==> config.mk <==
export PLATFORM = sky130hd
export DESIGN_NAME = mul_seq_flat
export DESIGN_NICKNAME = d
export VERILOG_FILES = /design/src/rtl/alu_pkg.sv /design/src/rtl/mul_seq_if.sv /design/src/rtl/mul_step.sv /design/src/rtl/mul_seq.sv /design/src/flat_wrapper.sv
export SDC_FILE = /design/constraint.sdc
export NUM_CORES = 1
export LEC_CHECK = 0
export ABC_AREA = 0
export BUFFER_PORTS_ARGS = -buffer_cell sky130_fd_sc_hd__buf_4
export CAP_MARGIN = 10
export CORE_ASPECT_RATIO = 0.9
export CORE_MARGIN = 5
export CORE_UTILIZATION = 30
export CTS_CLUSTER_DIAMETER = 120
export DETAILED_ROUTE_END_ITERATION = 7
export GPL_TIMING_DRIVEN = 0
export SYNTH_ARGS = -nofsm -noshare
export SYNTH_HDL_FRONTEND = slang
export SYNTH_SLANG_ARGS = --single-unit
==> constraint.sdc <==
create_clock -name clk -period 3.2 [get_ports clk]
set_input_delay 0.64 -clock clk [delete_from_list [all_inputs] [get_ports clk]]
set_output_delay 0.64 -clock clk [all_outputs]
set_load 0.005 [all_outputs]
==> src/rtl/alu_pkg.sv <==
// ============================================================================
//  Module      : alu_pkg
//  Description : Shared ALU package. Holds the state encoding of the
//                sequential multiplier FSM and the width of its iteration
//                counter.
//  Contents    : mul_state_e   - IDLE/RUN/DONE encodings
//                mul_cnt_width - counter width for a given operand MSB index
//                MUL_CNT_W     - counter width for the default 32-bit operands
//  Revision    : 1.0 - initial release
// ============================================================================
`default_nettype none

package alu_pkg;

  typedef enum logic [1:0] {
    ST_IDLE = 2'd0,
    ST_RUN  = 2'd1,
    ST_DONE = 2'd2
  } mul_state_e;

  // Enough bits to count W+1 iterations: ceil(log2(W+2)).
  function automatic int mul_cnt_width(input int w);
    return $clog2(w + 2);
  endfunction

  localparam int MUL_W_DEFAULT = 31;
  localparam int MUL_CNT_W     = $clog2(MUL_W_DEFAULT + 2);

endpackage

`default_nettype wire

==> src/rtl/mul_seq_if.sv <==
// ============================================================================
//  Module      : mul_seq_if
//  Description : Request/result bundle of the sequential multiplier.
//  Signals     : start              - request pulse (master -> slave)
//                A, B               - unsigned operands (master -> slave)
//                busy, done         - status (slave -> master)
//                product_lo/hi      - low/high halves of A*B (slave -> master)
//  Revision    : 1.0 - initial release
// ============================================================================
`default_nettype none

interface mul_seq_if #(
  parameter int W = 31
);
  logic         start;
  logic [W:0]   A;
  logic [W:0]   B;
  logic         busy;
  logic         done;
  logic [W:0]   product_lo;
  logic [W:0]   product_hi;

  modport master (
    output start, A, B,
    input  busy, done, product_lo, product_hi
  );

  modport slave (
    input  start, A, B,
    output busy, done, product_lo, product_hi
  );
endinterface

`default_nettype wire

==> src/rtl/mul_step.sv <==
// ============================================================================
//  Module      : mul_step
//  Description : One combinational shift-add iteration of the multiplier.
//                If the multiplier LSB (lo_i[0]) is set the multiplicand is
//                added to the upper accumulator half with a carry bit, then
//                {carry, hi, lo} is shifted right by one.
//  Ports       : hi_i, lo_i   - current accumulator halves (lo holds the
//                               not-yet-consumed multiplier bits)
//                mcand_i      - multiplicand
//                hi_o, lo_o   - accumulator halves after this iteration
//  Revision    : 1.0 - initial release
// ============================================================================
`default_nettype none

module mul_step #(
  parameter int W = 31
) (
  input  wire logic [W:0] hi_i,
  input  wire logic [W:0] lo_i,
  input  wire logic [W:0] mcand_i,
  output logic      [W:0] hi_o,
  output logic      [W:0] lo_o
);

  logic [W+1:0] sum_w;

  always_comb begin
    sum_w = {1'b0, hi_i} + (lo_i[0] ? {1'b0, mcand_i} : {(W+2){1'b0}});
  end

  // The carry becomes the new MSB of hi; the bit leaving hi enters lo.
  assign hi_o = sum_w[W+1:1];
  assign lo_o = {sum_w[0], lo_i[W:1]};

endmodule

`default_nettype wire

==> src/rtl/mul_seq.sv <==
// ============================================================================
//  Module      : mul_seq
//  Description : Sequential unsigned shift-add multiplier. A request accepted
//                in IDLE runs W+1 iterations in RUN, then raises done for one
//                cycle in DONE while the full 2(W+1)-bit product is presented
//                on product_hi/product_lo, which then hold until the next
//                completion.
//  Ports       : clk    - clock, rising edge
//                rst_n  - synchronous active-low reset
//                bus    - mul_seq_if slave: start/A/B in, busy/done/product out
//  Revision    : 1.0 - initial release
// ============================================================================
`default_nettype none

module mul_seq
  import alu_pkg::*;
#(
  parameter int W = 31
) (
  input  wire logic  clk,
  input  wire logic  rst_n,
  mul_seq_if.slave   bus
);

  localparam int               CNT_W     = mul_cnt_width(W);
  localparam logic [CNT_W-1:0] LAST_ITER = CNT_W'(W);

  mul_state_e       state_q;
  logic [CNT_W-1:0] cnt_q;
  logic [W:0]       mcand_q;
  logic [W:0]       hi_q;
  logic [W:0]       lo_q;
  logic [W:0]       prod_hi_q;
  logic [W:0]       prod_lo_q;
  logic             busy_q;
  logic             done_q;

  logic [W:0]       step_hi;
  logic [W:0]       step_lo;

  mul_step #(.W(W)) u_step (
    .hi_i    (hi_q),
    .lo_i    (lo_q),
    .mcand_i (mcand_q),
    .hi_o    (step_hi),
    .lo_o    (step_lo)
  );

  always_ff @(posedge clk) begin
    if (!rst_n) begin
      state_q   <= ST_IDLE;
      cnt_q     <= '0;
      mcand_q   <= '0;
      hi_q      <= '0;
      lo_q      <= '0;
      prod_hi_q <= '0;
      prod_lo_q <= '0;
      busy_q    <= 1'b0;
      done_q    <= 1'b0;
    end else begin
      case (state_q)
        ST_IDLE: begin
          if (bus.start) begin
            mcand_q <= bus.A;
            hi_q    <= '0;
            lo_q    <= bus.B;
            cnt_q   <= '0;
            busy_q  <= 1'b1;
            state_q <= ST_RUN;
          end
        end
        ST_RUN: begin
          hi_q  <= step_hi;
          lo_q  <= step_lo;
          cnt_q <= cnt_q + 1'b1;
          // The edge finishing iteration W+1 publishes the step output
          // directly, so the product is valid in the same cycle as done.
          if (cnt_q == LAST_ITER) begin
            prod_hi_q <= step_hi;
            prod_lo_q <= step_lo;
            busy_q    <= 1'b0;
            done_q    <= 1'b1;
            state_q   <= ST_DONE;
          end
        end
        ST_DONE: begin
          done_q  <= 1'b0;
          state_q <= ST_IDLE;
        end
        default: begin
          busy_q  <= 1'b0;
          done_q  <= 1'b0;
          state_q <= ST_IDLE;
        end
      endcase
    end
  end

  assign bus.busy       = busy_q;
  assign bus.done       = done_q;
  assign bus.product_hi = prod_hi_q;
  assign bus.product_lo = prod_lo_q;

endmodule

`default_nettype wire

==> src/flat_wrapper.sv <==
// flat-port wrapper written by rule: the top's interface ports become plain ports
module mul_seq_flat import alu_pkg::*;
#(
  parameter int W = 31
)
  (clk, rst_n, bus_start, bus_A, bus_B, bus_busy, bus_done, bus_product_lo, bus_product_hi);
  mul_seq_if #(.W(W)) bus_i ();
  input  wire logic clk;
  input  wire logic rst_n;
  input wire logic [$bits(bus_i.start)-1:0] bus_start;
  input wire logic [$bits(bus_i.A)-1:0] bus_A;
  input wire logic [$bits(bus_i.B)-1:0] bus_B;
  output wire logic [$bits(bus_i.busy)-1:0] bus_busy;
  output wire logic [$bits(bus_i.done)-1:0] bus_done;
  output wire logic [$bits(bus_i.product_lo)-1:0] bus_product_lo;
  output wire logic [$bits(bus_i.product_hi)-1:0] bus_product_hi;
  assign bus_i.start = bus_start;
  assign bus_i.A = bus_A;
  assign bus_i.B = bus_B;
  assign bus_busy = bus_i.busy;
  assign bus_done = bus_i.done;
  assign bus_product_lo = bus_i.product_lo;
  assign bus_product_hi = bus_i.product_hi;
  mul_seq #(.W(W)) u_core (.clk(clk), .rst_n(rst_n), .bus(bus_i));
endmodule
# Word level (Yosys, flattened, before mapping)
# Index checks and enable logic that the tools add are counted.
# totals
regBits	170
out_inout_bits	66
elab_cells	41
inputBits	67
# op_classes
n_reduce_logical	8
addsub	2
n_eq_ne	5
bitwise_logic	2
muxes	15
# ops
operator	count
case mux 32 bit (2 select lines)	2
two-way mux 32 bit	3
adder 32 x 33 -> 33 bit	1
case mux 6 bit (2 select lines)	1
AND reduction 2 bit	5
adder 6 x 1 -> 6 bit, second input constant	1
equality test 6 x 5 -> 1 bit, second input constant	1
two-way mux 6 bit	1
two-way mux 2 bit	2
case mux 2 bit (2 select lines)	1
two-way mux 1 bit	3
case mux 1 bit (3 select lines)	1
AND reduction 3 bit	1
equality test 2 x 1 -> 1 bit, second input constant	1
equality test 2 bit, second input constant	1
logical NOT 2 bit	1
inequality test 2 x 1 -> 1 bit, second input constant	1
inequality test 2 bit, second input constant	1
NOT 1 bit	2
case mux 1 bit (2 select lines)	1
nonzero test 2 bit	1

# Logic depth before layout (Yosys ltp)
# Gate-level depths: netlist of run 1.
# depth
depth_word	3
mapped_depth	13
mapped_depth_nobuf	12

# By module
# From an unflattened synthesis of run 1, not the netlist that was laid out.
# unflattened
hier_cells	1077
hier_area_um2	8699.6
# modules_own_cells
mod	cells_per_inst	instances	area_each_um2
mul_seq	756	1	6477.5
mul_step	321	1	2222.1

# Worst setup path before layout of run 1
# OpenSTA, ideal clock, no wires.
# synth_timing
kind	register -> register
startpoint	register u_core.lo_q[0]
endpoint	register u_core.hi_q[25]
period_less_slack_ns	2.998
required_ns	3.126
arrival_ns	2.924
path_slack_ns	0.202
path_stages_with_launch	14
path_cell_list	dfxtp_1 -> clkbuf_1 -> and2_1 -> ha_1 -> inv_1 -> fa_1 -> nor2b_1 -> o2111ai_1 -> a21oi_1 -> a211oi_1 -> o31ai_1 -> a21oi_1 -> xor2_1 -> o21ai_0
# synth_between
elab_chain_len	3
# synth_rtl
element	line_no	text
start: declaration	mul_seq.sv:32	logic [W:0] lo_q;
start signal: assignment	mul_seq.sv:66	lo_q <= bus.B;
start signal: assignment	mul_seq.sv:74	lo_q <= step_lo;
two-way mux 32 bit	mul_step.sv:28	sum_w = {1'b0, hi_i} + (lo_i[0] ? {1'b0, mcand_i} : {(W+2){1'b0}});
adder 32 x 33 -> 33 bit	mul_step.sv:28	
case mux 32 bit (2 select lines)	mul_seq.sv:61	case (state_q)
end signal: assignment	mul_seq.sv:73	hi_q <= step_hi;
end: declaration	mul_seq.sv:31	logic [W:0] hi_q;
# No other way between the ends.
# A chain may end at the register's enable or synchronous reset.

# Final worst setup path of run 1
# layout_timing
startpoint	register u_core.lo_q[0]
endpoint	register u_core.hi_q[31]
# Same word-level chain as after synthesis.

==> metrics.yaml, run 1 <==
status:
  status: "completed"
logic_synthesis:
  share_of_synthesized_area_occupied_by_flip_flops_and_latches_pct: 39.76
  synth.cell_area_mm2: 0.008559
  synth_seq_cells: 170
  synthArstFlopShare_pct: 0
  ys_types: 58
  syn-mean-instance-area_um2: 8.152
  synthFlopType: "dfxtp_1"
  yosys_warnings: 0
  postSynthNetCount: 1151
  synth_cells: 1050
  synth_enable_flop_cells: 0
timing:
  setup_repair_after_global_routing_missed_its_margin: "true"
  final_period_minus_worst_setup_slack_ns: 3.142
  timing.setup.tns_ns: 0
  worst_clock_skew_ns: 0.01373
  worstMarginPinSlew_ns: 0.8949
  hold_viol: 0
  fmaxAchievable_mhz: 318.2
  worst_slew_margin_rel_pct: 39.88
  fin_ws_ns: 0.05764
  setup_viol_count_final: 0
  final_max_slew_viol_count: 0
  finalCritPeriodShare_pct: 98.20
flow_run:
  cap_viol_max_count: 0
grt:
  grt.total_usage_pct: 16.14
  grt-ovfl-total: 0
  vias_in_the_first_global_route: 7764
  grt_max_degree: 19
  grt_first_pass_wirelength_um: 41710
  grt_antenna_before_repair: 1
critical_path:
  cp_cell_sequence: "clkbuf_8 > and2_1 > ha_2 > a21o_1 > a21oi_1 > a211oi_4 > o21ai_2 > a31oi_4 > nor2b_2 > a311o_1 > a22o_1"
  r2r-end: "u_core.hi_q[31]"
  critPathMaxStageDelay_ns: 0.48
  cp-start-kind: "flop"
  critical_path_arrival_ns: 3.46
  timing.setup.critical_path_class: "reg2reg"
  critical_path_required_ns: 3.52
  worst-path-max-fanout: 10
  startpoint_of_the_most_critical_register_to_register_path: "u_core.lo_q[0]"
  path_delay_family: "compound AO/OA/AOI/OAI gates"
  critical_path_buffers_and_inverters: 1
  crit_slowest_cell: "a21oi_1"
  worstRegToRegCells: 11
  timing.critical_path.to_type: "flop"
  reg2reg_slack_ns: 0.06
clock_tree:
  hold_buffers: 0
  cts_htree_levels: 4
  clock_path_buffers: 2
  ctsRootBufferMaster: "clkbuf_16"
  numCtsBuffers: 17
  worst_skew_pair.late_latency_ns: 0.43
  clk_pin_slew_ns: 0.07
  count_of_clock_tree_sinks: 170
  tritoncts: "built"
cells_and_area:
  areaGrowthSynthToFinish_pct: 26.62
  finalInstanceArea_mm2: 0.01084
  instances_no_fill: 1583
  fillerInstances: 2885
  design.final.nets: 1311
  final-seq-area_mm2: 0.003407
  diodes: 0
  final_layout_size_suffix_gt1_share_pct: 19.87
  multi_input_comb_area_mm2: 0.004999
min_path:
  hold_path_end: "u_core.mcand_q[12]"
  hold_depth: 2
  hp-start: "u_core.mcand_q[12]"
  hold_path.class: "reg2reg"
place:
  placedInstanceArea_mm2: 0.009993
  place_ws_ns: -0.9665
  gp_routability_congestion: 0.8947
  dp.final_hpwl_um: 19870
  place_inst: 1541
  buffer_ports.inserted: 131
detailed_routing:
  totalWireLength_um: 26310
  ant_nets: 0
  drc_errors: 0
  wl_per_cell_um: 16.62
  count_of_vias_placed_by_the_detailed_router: 7892
  vias_per_cell: 4.985
  drt_pass1_iterations: 5
  drt_iter0_drcs: 436
floorplanning:
  die_y_um: 170.2
  die_area_mm2: 0.03201
  die_x_um: 188.1
  fp.coreArea_mm2: 0.02801
  start_util_pct: 30.56
  floorplan.rows: 58
  ioPinCount: 133
pwr:
  power.static_leakage_nw: 4.358
  power_density_relative_to_cell_area_mw_per_mm2: 438.7
  irDropWorstVdd_mv: 0.3671
==> worst max-delay path by stage <==
stage / start / to / slack (ns) / cells after the start
detailed placement: u_core.lo_q[0] / u_core.hi_q[25] / -0.97 / 13
finish: u_core.lo_q[0] / u_core.hi_q[31] / 0.06 / 11
CTS: u_core.lo_q[0] / u_core.bus.product_hi[22] / 0.003 / 11
global route: u_core.lo_q[0] / u_core.hi_q[25] / -0.04 / 12
floorplan: u_core.lo_q[0] / u_core.hi_q[25] / 0.20 / 13
global placement: u_core.lo_q[0] / u_core.hi_q[25] / -0.98 / 13
==> through the flow <==
stage | power, mW | hold slack [ns] | utilization, %
2_1_floorplan | 2.558 | 0.4315 | -
3_3_place_gp | 2.739 | 0.4443 | 35.68
3_5_place_dp | 2.745 | 0.4550 | 35.68
4_1_cts | 4.795 | 0.4516 | 38.15
5_1_grt | 4.952 | 0.4573 | 38.69
6_report | 4.755 | 0.4618 | 38.69
==> metal layers <==
| metal | up-vias | track usage [%] | share of wire (%) |
|---|---|---|---|
| met5 | - | 0 | 0 |
| li1 | 3978 | - | - |
| met2 | 185 | 26.24 | 46 |
| met3 | 28 | 3.835 | 5.4 |
| met1 | 3701 | 21.76 | 47 |
| met4 | 0 | 3.989 | 1.5 |
==> report_power, final <==
part | switching, mW | leakage [nW] | internal, mW | total, mW
Combinational | 0.261 | 2.70 | 0.208 | 0.469
Clock | 1.01 | 0.275 | 1.04 | 2.05
Sequential | 0.0502 | 1.38 | 2.19 | 2.24
Total | 1.32 | 4.36 | 3.44 | 4.75
==> registers in the layout, summed over array words and instances, names as in the netlist <==
register and cells:
u_core.bus.busy 1, u_core.bus.done 1, u_core.bus.product_hi 32, u_core.bus.product_lo 32
u_core.cnt_q 6, u_core.hi_q 32, u_core.lo_q 32, u_core.mcand_q 32
u_core.state_q 2
==> cells in the final DEF, fill, tap and decap left out, drive strengths merged, types with 5 or more instances in the layout <==
master,n
a21boi,84
a21o,15
a21oi,71
a22o,6
a22oi,14
and2,36
buf,147
clkbuf,88
dfxtp,170
ha,33
inv,18
nand2,209
nand3,21
nand4,9
nor2,78
nor2b,40
nor3,5
o211a,5
o21a,6
o21ai,36
o21bai,6
o221a,32
xnor2,15
xor2,14
==> area by class of cell <==
type / instances / share of cell area (%)
tap: 360 / 4.156
sequential: 170 / 31.44
inverter: 10 / 0.3463
clock inverter: 15 / 1.408
multi-input combinational: 793 / 46.12
clock buffer: 17 / 3.925
buffer: 76 / 2.771
timing repair buffer: 142 / 9.836
==> timing repair <==
item                       CTS  global route
buffers inserted             4             7
resized for setup           21            20
pin swaps                    4             7
setup endpoints to repair   39            25
cloned                       0             0
==> cells in the mapped netlist (6+ instances only) <==
| cell type | count | area, um2 |
|---|---|---|
| nand2_1 | 209 | 784.5 |
| dfxtp_1 | 170 | 3403 |
| a21boi_0 | 84 | 630.6 |
| nor2_1 | 78 | 292.8 |
| clkbuf_1 | 72 | 270.3 |
| a21oi_1 | 70 | 350.3 |
| nor2b_1 | 40 | 250.2 |
| and2_1 | 36 | 225.2 |
| o21ai_0 | 34 | 170.2 |
| ha_1 | 33 | 412.9 |
| o221a_2 | 32 | 360.4 |
| nand3_1 | 21 | 105.1 |
| a21o_1 | 15 | 112.6 |
| xnor2_1 | 15 | 131.4 |
| a22oi_1 | 14 | 105.1 |
| xor2_1 | 14 | 122.6 |
| inv_1 | 9 | 33.78 |
| nand4_1 | 9 | 56.30 |
| a22o_1 | 6 | 52.55 |
| o21a_1 | 6 | 45.04 |
==> worst min-delay path, cell delays in order (launching register included) <==
cell and delay, ns:
dfxtp_1 0.31, nand2_1 0.04, a21boi_0 0.06
==> cell families after synthesis <==
| kind of cell | after synthesis | synth area share [%] |
|---|---|---|
| AOI/OAI and AO/OA | 310 | 26.25 |
| xor gates and xnor gates | 29 | 2.967 |
| adders and majority gates | 34 | 5.058 |
| buffers and inverters | 87 | 3.815 |
| DFF | 170 | 39.76 |
| muxes | 1 | 0.1316 |
| and+or+nand+nor | 419 | 22.01 |
No activity file was read; power rests on OpenSTA's default activity.
==> inputs of run 2 (changes only) <==
CORE_UTILIZATION = 52   (was 30)
PLACE_DENSITY = 0.77   (was not set)
RECOVER_POWER = 50   (was not set)
==> run 2 against run 1 <==
  * Total power increased by 2.5%
  * Routed wire length decreased by 7.0%
  * Clock power increased by 6%
  * Maximum frequency about the same
  * Combinational power decreased by 2%
  * Die area decreased by 40%
  * Worst setup slack about the same
  * First-iteration DRC count increased by 72%
  * Global-route usage increased by 8.9 points
==> metrics.yaml, run 2 (synthesis gave the netlist of run 1 again) <==
timing:
  worst_clock_skew_ns: 0.01202  # -0.001715 ns
  hold_viol: 0  # unchanged
  final_period_minus_worst_setup_slack_ns: 3.142  # -0.0003269 ns
  fin_ws_ns: 0.05797  # +0.0003269 ns
  final_max_slew_viol_count: 0  # unchanged
  worst_slew_margin_rel_pct: 52.54  # +13 points
  fmaxAchievable_mhz: 318.3  # about the same
  worstMarginPinSlew_ns: 0.7093  # -0.1856 ns
  holdWs_ns: 0.4545  # -0.007270 ns
  finalCritPeriodShare_pct: 98.19  # about the same
  setup_viol_count_final: 0  # unchanged
min_path:
  hp-start: "bus_A[4]"
  hold_path.class: "in2reg"
  hold_depth: 3  # +1
  hold_path_end: "u_core.mcand_q[4]"
detailed_routing:
  wl_per_cell_um: 17.12  # +3.0%
  ant_nets: 0  # unchanged
  count_of_vias_placed_by_the_detailed_router: 8139  # +3.1%
  totalWireLength_um: 24460  # -7.0%
  drt_pass1_iterations: 8  # +3
  drt_iter0_drcs: 751  # +72%
  vias_per_cell: 5.696  # +14%
  drc_errors: 0  # unchanged
place:
  gp_routability_congestion: 0.9663  # +8.0%
  placedInstanceArea_mm2: 0.009802  # -1.9%
  place_ws_ns: -0.8191  # +0.1475 ns
  buffer_ports.inserted: 131  # unchanged
  place_inst: 1388  # -9.9%
  dp.final_hpwl_um: 17940  # -9.7%
grt:
  grt_first_pass_wirelength_um: 39810  # -4.6%
  grt-ovfl-total: 0  # unchanged
  vias_in_the_first_global_route: 7664  # -1.3%
  grt_antenna_before_repair: 0  # -1
  grt.total_usage_pct: 25.03  # +8.9 points
  grt_max_degree: 17  # -2
cells_and_area:
  instances_no_fill: 1429  # -9.7%
  multi_input_comb_area_mm2: 0.004950  # -0.98%
  finish.utilization_pct: 65.58  # +27 points
  final_layout_size_suffix_gt1_share_pct: 18.58  # -1.3 points
  fillerInstances: 1425  # -51%
  layout.cells.most_common_list: "209 x nand2_1, 169 x dfxtp_1, 83 x a21boi_0"
  finalInstanceArea_mm2: 0.01058  # -2.4%
  areaGrowthSynthToFinish_pct: 23.58
  most_common_library_cell_in_the_layout_ignoring_fill_and_taps: "nand2_1"
  diodes: 0  # unchanged
  final-seq-area_mm2: 0.003407  # unchanged
  design.final.nets: 1310  # -0.076%
floorplanning:
  die_area_mm2: 0.01913  # -40%
  floorplan.rows: 44  # -24%
  fp.coreArea_mm2: 0.01613  # -42%
  die_x_um: 145.2  # -23%
  ioPinCount: 133  # unchanged
  die_y_um: 131.7  # -23%
  start_util_pct: 53.06  # +23 points
pwr:
  power_report.internal_total_mw: 3.669  # +6.8%
  power_density_relative_to_cell_area_mw_per_mm2: 460.9  # +5.0%
  irDropWorstVdd_mv: 0.5188  # +41%
  p_sw_mw: 1.206  # -8.5%
  power.share.clock_pct: 44.6  # +1.5 points
  switching_share_pct: 24.73  # -3.0 points
  power.static_leakage_nw: 4.308  # -1.1%
  share_seq_of_total_power_pct: 46.0  # -1.0 points
  pwr-share-comb_pct: 9.4  # -0.5 points
critical_path:
  cp_cell_sequence: "buf_6 > and2_1 > ha_1 > o211ai_1 > o211ai_2 > a41oi_2 > o31a_1 > o21bai_2 > a21oi_2 > or4b_1 > nand3_1"
  timing.setup.critical_path_class: "reg2reg"
  critPathMaxStageDelay_ns: 0.51  # +0.03 ns
  reg2reg_slack_ns: 0.06  # about the same
  startpoint_of_the_most_critical_register_to_register_path: "u_core.lo_q[0]"
  r2r-end: "u_core.bus.product_hi[22]"
  timing.critical_path.to_type: "flop"
  critical_path_required_ns: 3.58  # +0.06 ns
  cp-start-kind: "flop"
  crit_slowest_cell: "or4b_1"
  worstRegToRegCells: 11  # unchanged
  critical_path_arrival_ns: 3.52  # +0.06 ns
  worst-path-max-fanout: 10  # unchanged
clock_tree:
  worst_skew_pair.late_latency_ns: 0.44  # about the same
  clk_pin_slew_ns: 0.07  # about the same
  numCtsBuffers: 17  # unchanged
  count_of_clock_tree_sinks: 170  # unchanged
  ctsRootBufferMaster: "clkbuf_16"
  tritoncts: "built"
  cts_htree_levels: 4  # unchanged
  clock_path_buffers: 2  # unchanged
flow_run:
  cap_viol_max_count: 0  # unchanged
status:
  status: "completed"
-- run 2: power by group through the flow --
stage          Sequential (mW)  Clock [mW]  Combinational, mW
6_report                  2.24        2.18              0.459
5_1_grt                   2.25        2.28              0.508
4_1_cts                   2.24        2.18              0.455
3_5_place_dp              2.29           0              0.448
2_1_floorplan             2.27           0              0.288
3_3_place_gp              2.28           0              0.442
-- run 2: how the worst max path moves through the flow --
stage | startpoint | to | slack (ns) | cells after the start
floorplan | u_core.lo_q[0] | u_core.hi_q[25] | 0.20 | 13
global placement | u_core.lo_q[0] | u_core.hi_q[25] | -0.72 | 13
detailed placement | u_core.lo_q[0] | u_core.hi_q[25] | -0.82 | 13
finish | u_core.lo_q[0] | u_core.bus.product_hi[22] | 0.06 | 11
global route | u_core.lo_q[0] | u_core.bus.product_hi[22] | -0.04 | 11
CTS | u_core.lo_q[0] | u_core.bus.product_hi[22] | 0.001 | 11
-- run 2: area by class of cell --
class	count	area share (%)
Inverter	10	0.3549
Buffer	75	2.756
Multi-Input combinational cell	793	46.79
Sequential cell	170	32.21
Clock buffer	19	4.282
Timing Repair Buffer	142	9.581
Tap cell	207	2.449
Clock inverter	13	1.573
-- run 2: metal layers --
| metal | GRT usage (%) | vias up | wire length (um) |
|---|---|---|---|
| li1 | - | 3982 | - |
| met1 | 34.38 | 3834 | 11180 |
| met2 | 39.98 | 277 | 11180 |
| met3 | 4.993 | 46 | 1501 |
| met4 | 7.565 | 0 | 595 |
| met5 | 0 | - | 0 |
-- run 2: worst max-delay path, delay by kind of cell, from the launching register on --
kind	cells	cell delay, ns
flip-flops	1	0.38
AND/OR/NAND/NOR	3	0.77
buffers and inverters	1	0.14
adder cells (fa/ha/maj)	1	0.40
AO/OA/AOI/OAI	6	1.40
-- run 2: through the flow --
stage / power [mW] / TNS [ns]
after global routing: 5.035 / -0.07216
after detailed placement: 2.733 / -11.64
after global placement: 2.725 / -10.38
after floorplan: 2.558 / 0
after CTS: 4.876 / 0
final: 4.875 / 0
-- run 2: timing repair --
item | CTS | global route
resized for setup | 17 | 19
hold endpoints to repair | 0 | 0
pin swaps | 5 | 8
setup endpoints to repair | 35 | 21
hold buffers | 0 | 0
buffers inserted | 4 | 7
==> inputs of run 3 (changes only) <==
--- a/config.mk
+++ b/config.mk
@@ -10,5 +10,5 @@
 export CAP_MARGIN = 10
 export CORE_ASPECT_RATIO = 0.9
-export CORE_MARGIN = 5
+export CORE_MARGIN = 3
 export CORE_UTILIZATION = 52
 export CTS_CLUSTER_DIAMETER = 120
==> constraint.sdc (replaced) <==
create_clock -name clk -period 3.2 [get_ports clk]
set_input_delay 0.16 -clock clk [delete_from_list [all_inputs] [get_ports clk]]
set_output_delay 0.16 -clock clk [all_outputs]
set_load 0.005 [all_outputs]
==> run 3 against run 2 <==
  * Worst setup slack improved by 0.035 ns
  * Die area decreased by 5.7%
  * Total power fell by 1.6%
  * Routed wire length grew 0.42%
  * Maximum frequency up 1.1%
  * Critical path depth unchanged
  * Global-route usage rose by 1.6 points
  * Via count rose by 1.4%
  * Combinational power grew 7.4%
  * Sequential share of layout area down 0.97 points
  * Register-to-register slack better by 0.03 ns
  * Critical path type unchanged
==> metrics.yaml, run 3 (synthesis gave the netlist of run 1 again) <==
status:
  status: "completed"
floorplanning:
  die_y_um: 127.7  # -3.0%
  fp.coreArea_mm2: 0.01576  # -2.3%
  ioPinCount: 133  # unchanged
  floorplan.rows: 43  # -2.3%
  die_x_um: 141.2  # -2.8%
  start_util_pct: 54.30  # +1.2 points
  die_area_mm2: 0.01804  # -5.7%
detailed_routing:
  drc_errors: 0  # unchanged
  drt_pass1_iterations: 5  # -3
  drt_iter0_drcs: 600  # -20%
  totalWireLength_um: 24560  # +0.42%
  vias_per_cell: 5.684  # -0.21%
  ant_nets: 0  # unchanged
  wl_per_cell_um: 16.92  # -1.2%
  count_of_vias_placed_by_the_detailed_router: 8253  # +1.4%
timing:
  fmaxAchievable_mhz: 321.8  # +1.1%
  final_max_slew_viol_count: 0  # unchanged
  finalCritPeriodShare_pct: 97.10  # -1.1 points
  timing.setup.tns_ns: 0  # unchanged
  setup_viol_count_final: 0  # unchanged
  worst_slew_margin_rel_pct: 48.01  # -4.5 points
  worst_clock_skew_ns: 0.007604  # -0.004412 ns
  hold_viol: 0  # unchanged
  holdWs_ns: 0.03182  # -0.4227 ns
  final_period_minus_worst_setup_slack_ns: 3.107  # -0.03482 ns
  worstMarginPinSlew_ns: 0.7739  # +0.06466 ns
pwr:
  irDropWorstVdd_mv: 0.4134  # -20%
  power.static_leakage_nw: 4.404  # +2.2%
  power_density_relative_to_cell_area_mw_per_mm2: 439.8  # -4.6%
  power.share.clock_pct: 43.1  # -1.5 points
  p_sw_mw: 1.278  # +6.0%
  power_report.internal_total_mw: 3.519  # -4.1%
  p_total_mw: 4.796  # -1.6%
  switching_share_pct: 26.64  # +1.9 points
  share_seq_of_total_power_pct: 46.7  # +0.7 points
  pwr-share-comb_pct: 10.3  # +0.9 points
grt:
  grt_use_met2_pct: 43.12  # +3.1 points
  grt_antenna_before_repair: 0  # unchanged
  grt_max_usage_layer: "met2"
  vias_in_the_first_global_route: 7625  # -0.51%
  grt.total_usage_pct: 26.68  # +1.6 points
  met1_usage_pct: 36.98  # +2.6 points
  globalRouteMet3Util_pct: 4.252  # -0.74 points
  grt_max_degree: 18  # +1
  grt_first_pass_wirelength_um: 38780  # -2.6%
  grt-ovfl-total: 0  # unchanged
clock_tree:
  count_of_clock_tree_sinks: 170  # unchanged
  tritoncts: "built"
  clock_path_buffers: 2  # unchanged
  cts_htree_levels: 4  # unchanged
  numCtsBuffers: 17  # unchanged
  clk_pin_slew_ns: 0.07  # about the same
  ctsRootBufferMaster: "clkbuf_16"
  worst_skew_pair.late_latency_ns: 0.43  # about the same
place:
  buffer_ports.inserted: 131  # unchanged
  dp.final_hpwl_um: 17490  # -2.5%
  gp_routability_congestion: 0.8985  # -7.0%
critical_path:
  critical_path_arrival_ns: 3.49  # -0.03 ns
  timing.setup.critical_path_class: "reg2reg"
  timing.critical_path.to_type: "flop"
  worst-path-max-fanout: 10  # unchanged
  critical_path_required_ns: 3.58  # about the same
  cp-start-kind: "flop"
min_path:
  hold_path.class: "in2reg"
cells_and_area:
  most_common_library_cell_in_the_layout_ignoring_fill_and_taps: "nand2_1"
  fillerInstances: 1280  # -10%
  areaGrowthSynthToFinish_pct: 27.41
  design.final.nets: 1338  # +2.1%
  final_layout_size_suffix_gt1_share_pct: 18.72  # +0.14 points
  layout.cells.most_common_list: "209 x nand2_1, 169 x dfxtp_1, 83 x a21boi_0"
  diodes: 0  # unchanged
flow_run:
  cap_viol_max_count: 0  # unchanged
==> run 3: changes by cell type in the layout (fill, tap and decap cells not counted), sizes merged <==
cell / before / now
clkbuf: 154 / 153
inv: 12 / 18
dlygate4sd3: 0 / 30
clkinv: 8 / 2
bufinv: 3 / 1
buf: 82 / 79
clkinvlp: 0 / 4
==> run 3: what timing repair did <==
item	4_1_cts	5_1_grt
buffers inserted	1	6
hold endpoints to repair	30	0
hold buffers	30	0
resized for setup	16	30
pin swaps	3	10
endpoints found under the setup margin	30	30
==> run 3: path summary, 6_finish.rpt <==
check / start / to / slack, ns / depth (start not counted)
hold / removal: bus_A[31] / u_core.mcand_q[31] / 0.03 / 3
setup / recovery: u_core.lo_q[0] / u_core.bus.product_hi[22] / 0.09 / 11
hold reg to reg: u_core.mcand_q[8] / u_core.mcand_q[8] / 0.46 / 2
setup reg to reg: u_core.lo_q[0] / u_core.bus.product_hi[22] / 0.09 / 11
==> run 3: power by group through the flow <==
stage                     clock network (mW)  logic, mW  registers, mW
after global placement                     0      0.442           2.28
final                                   2.07      0.493           2.24
after CTS                               2.08      0.482           2.24
after global routing                    2.17      0.544           2.25
after floorplan                            0      0.288           2.27
after detailed placement                   0      0.448           2.28
==> run 3: worst max-delay path, cell delays in order, from the launching register on <==
cell and delay (ns):
dfxtp_4 0.38, buf_6 0.14, and2_1 0.16, ha_1 0.40
o211ai_1 0.16, o211ai_2 0.26, a41oi_2 0.21, o31a_1 0.36
o21bai_2 0.24, a21oi_2 0.14, or4b_1 0.52, nand3_1 0.09
==> run 3: layout make-up <==
cell class                 instances  area, um2  share of cell area (%)
multi-input combinational        793       5024                   46.06
sequential                       170       3407                   31.24
timing repair buffer             168       1306                   11.98
clock buffer                      17      425.4                   3.901
buffer                            77      299.0                   2.742
tap                              202      252.7                   2.318
clock inverter                    15      153.9                   1.411
inverter                          10      37.54                  0.3442
==> run 3: through the flow <==
step | instance area [um2] | utilization [%] | setup slack, ns | std cells
2_1_floorplan | 8559 | - | 0.2017 | 1050
3_3_place_gp | 9796 | 62.14 | -0.6935 | 1383
3_5_place_dp | 9796 | 62.14 | -0.7205 | 1383
4_1_cts | 10750 | 68.16 | -0.006310 | 1446
5_1_grt | 10910 | 69.18 | -0.03815 | 1452
6_report | 10910 | 69.18 | 0.09279 | 1452
==> run 3: layer usage <==
layer	vias up	share of wire (%)
li1	4029	-
met1	3873	46
met2	312	46
met3	39	6.3
met4	0	1.9
met5	-	0
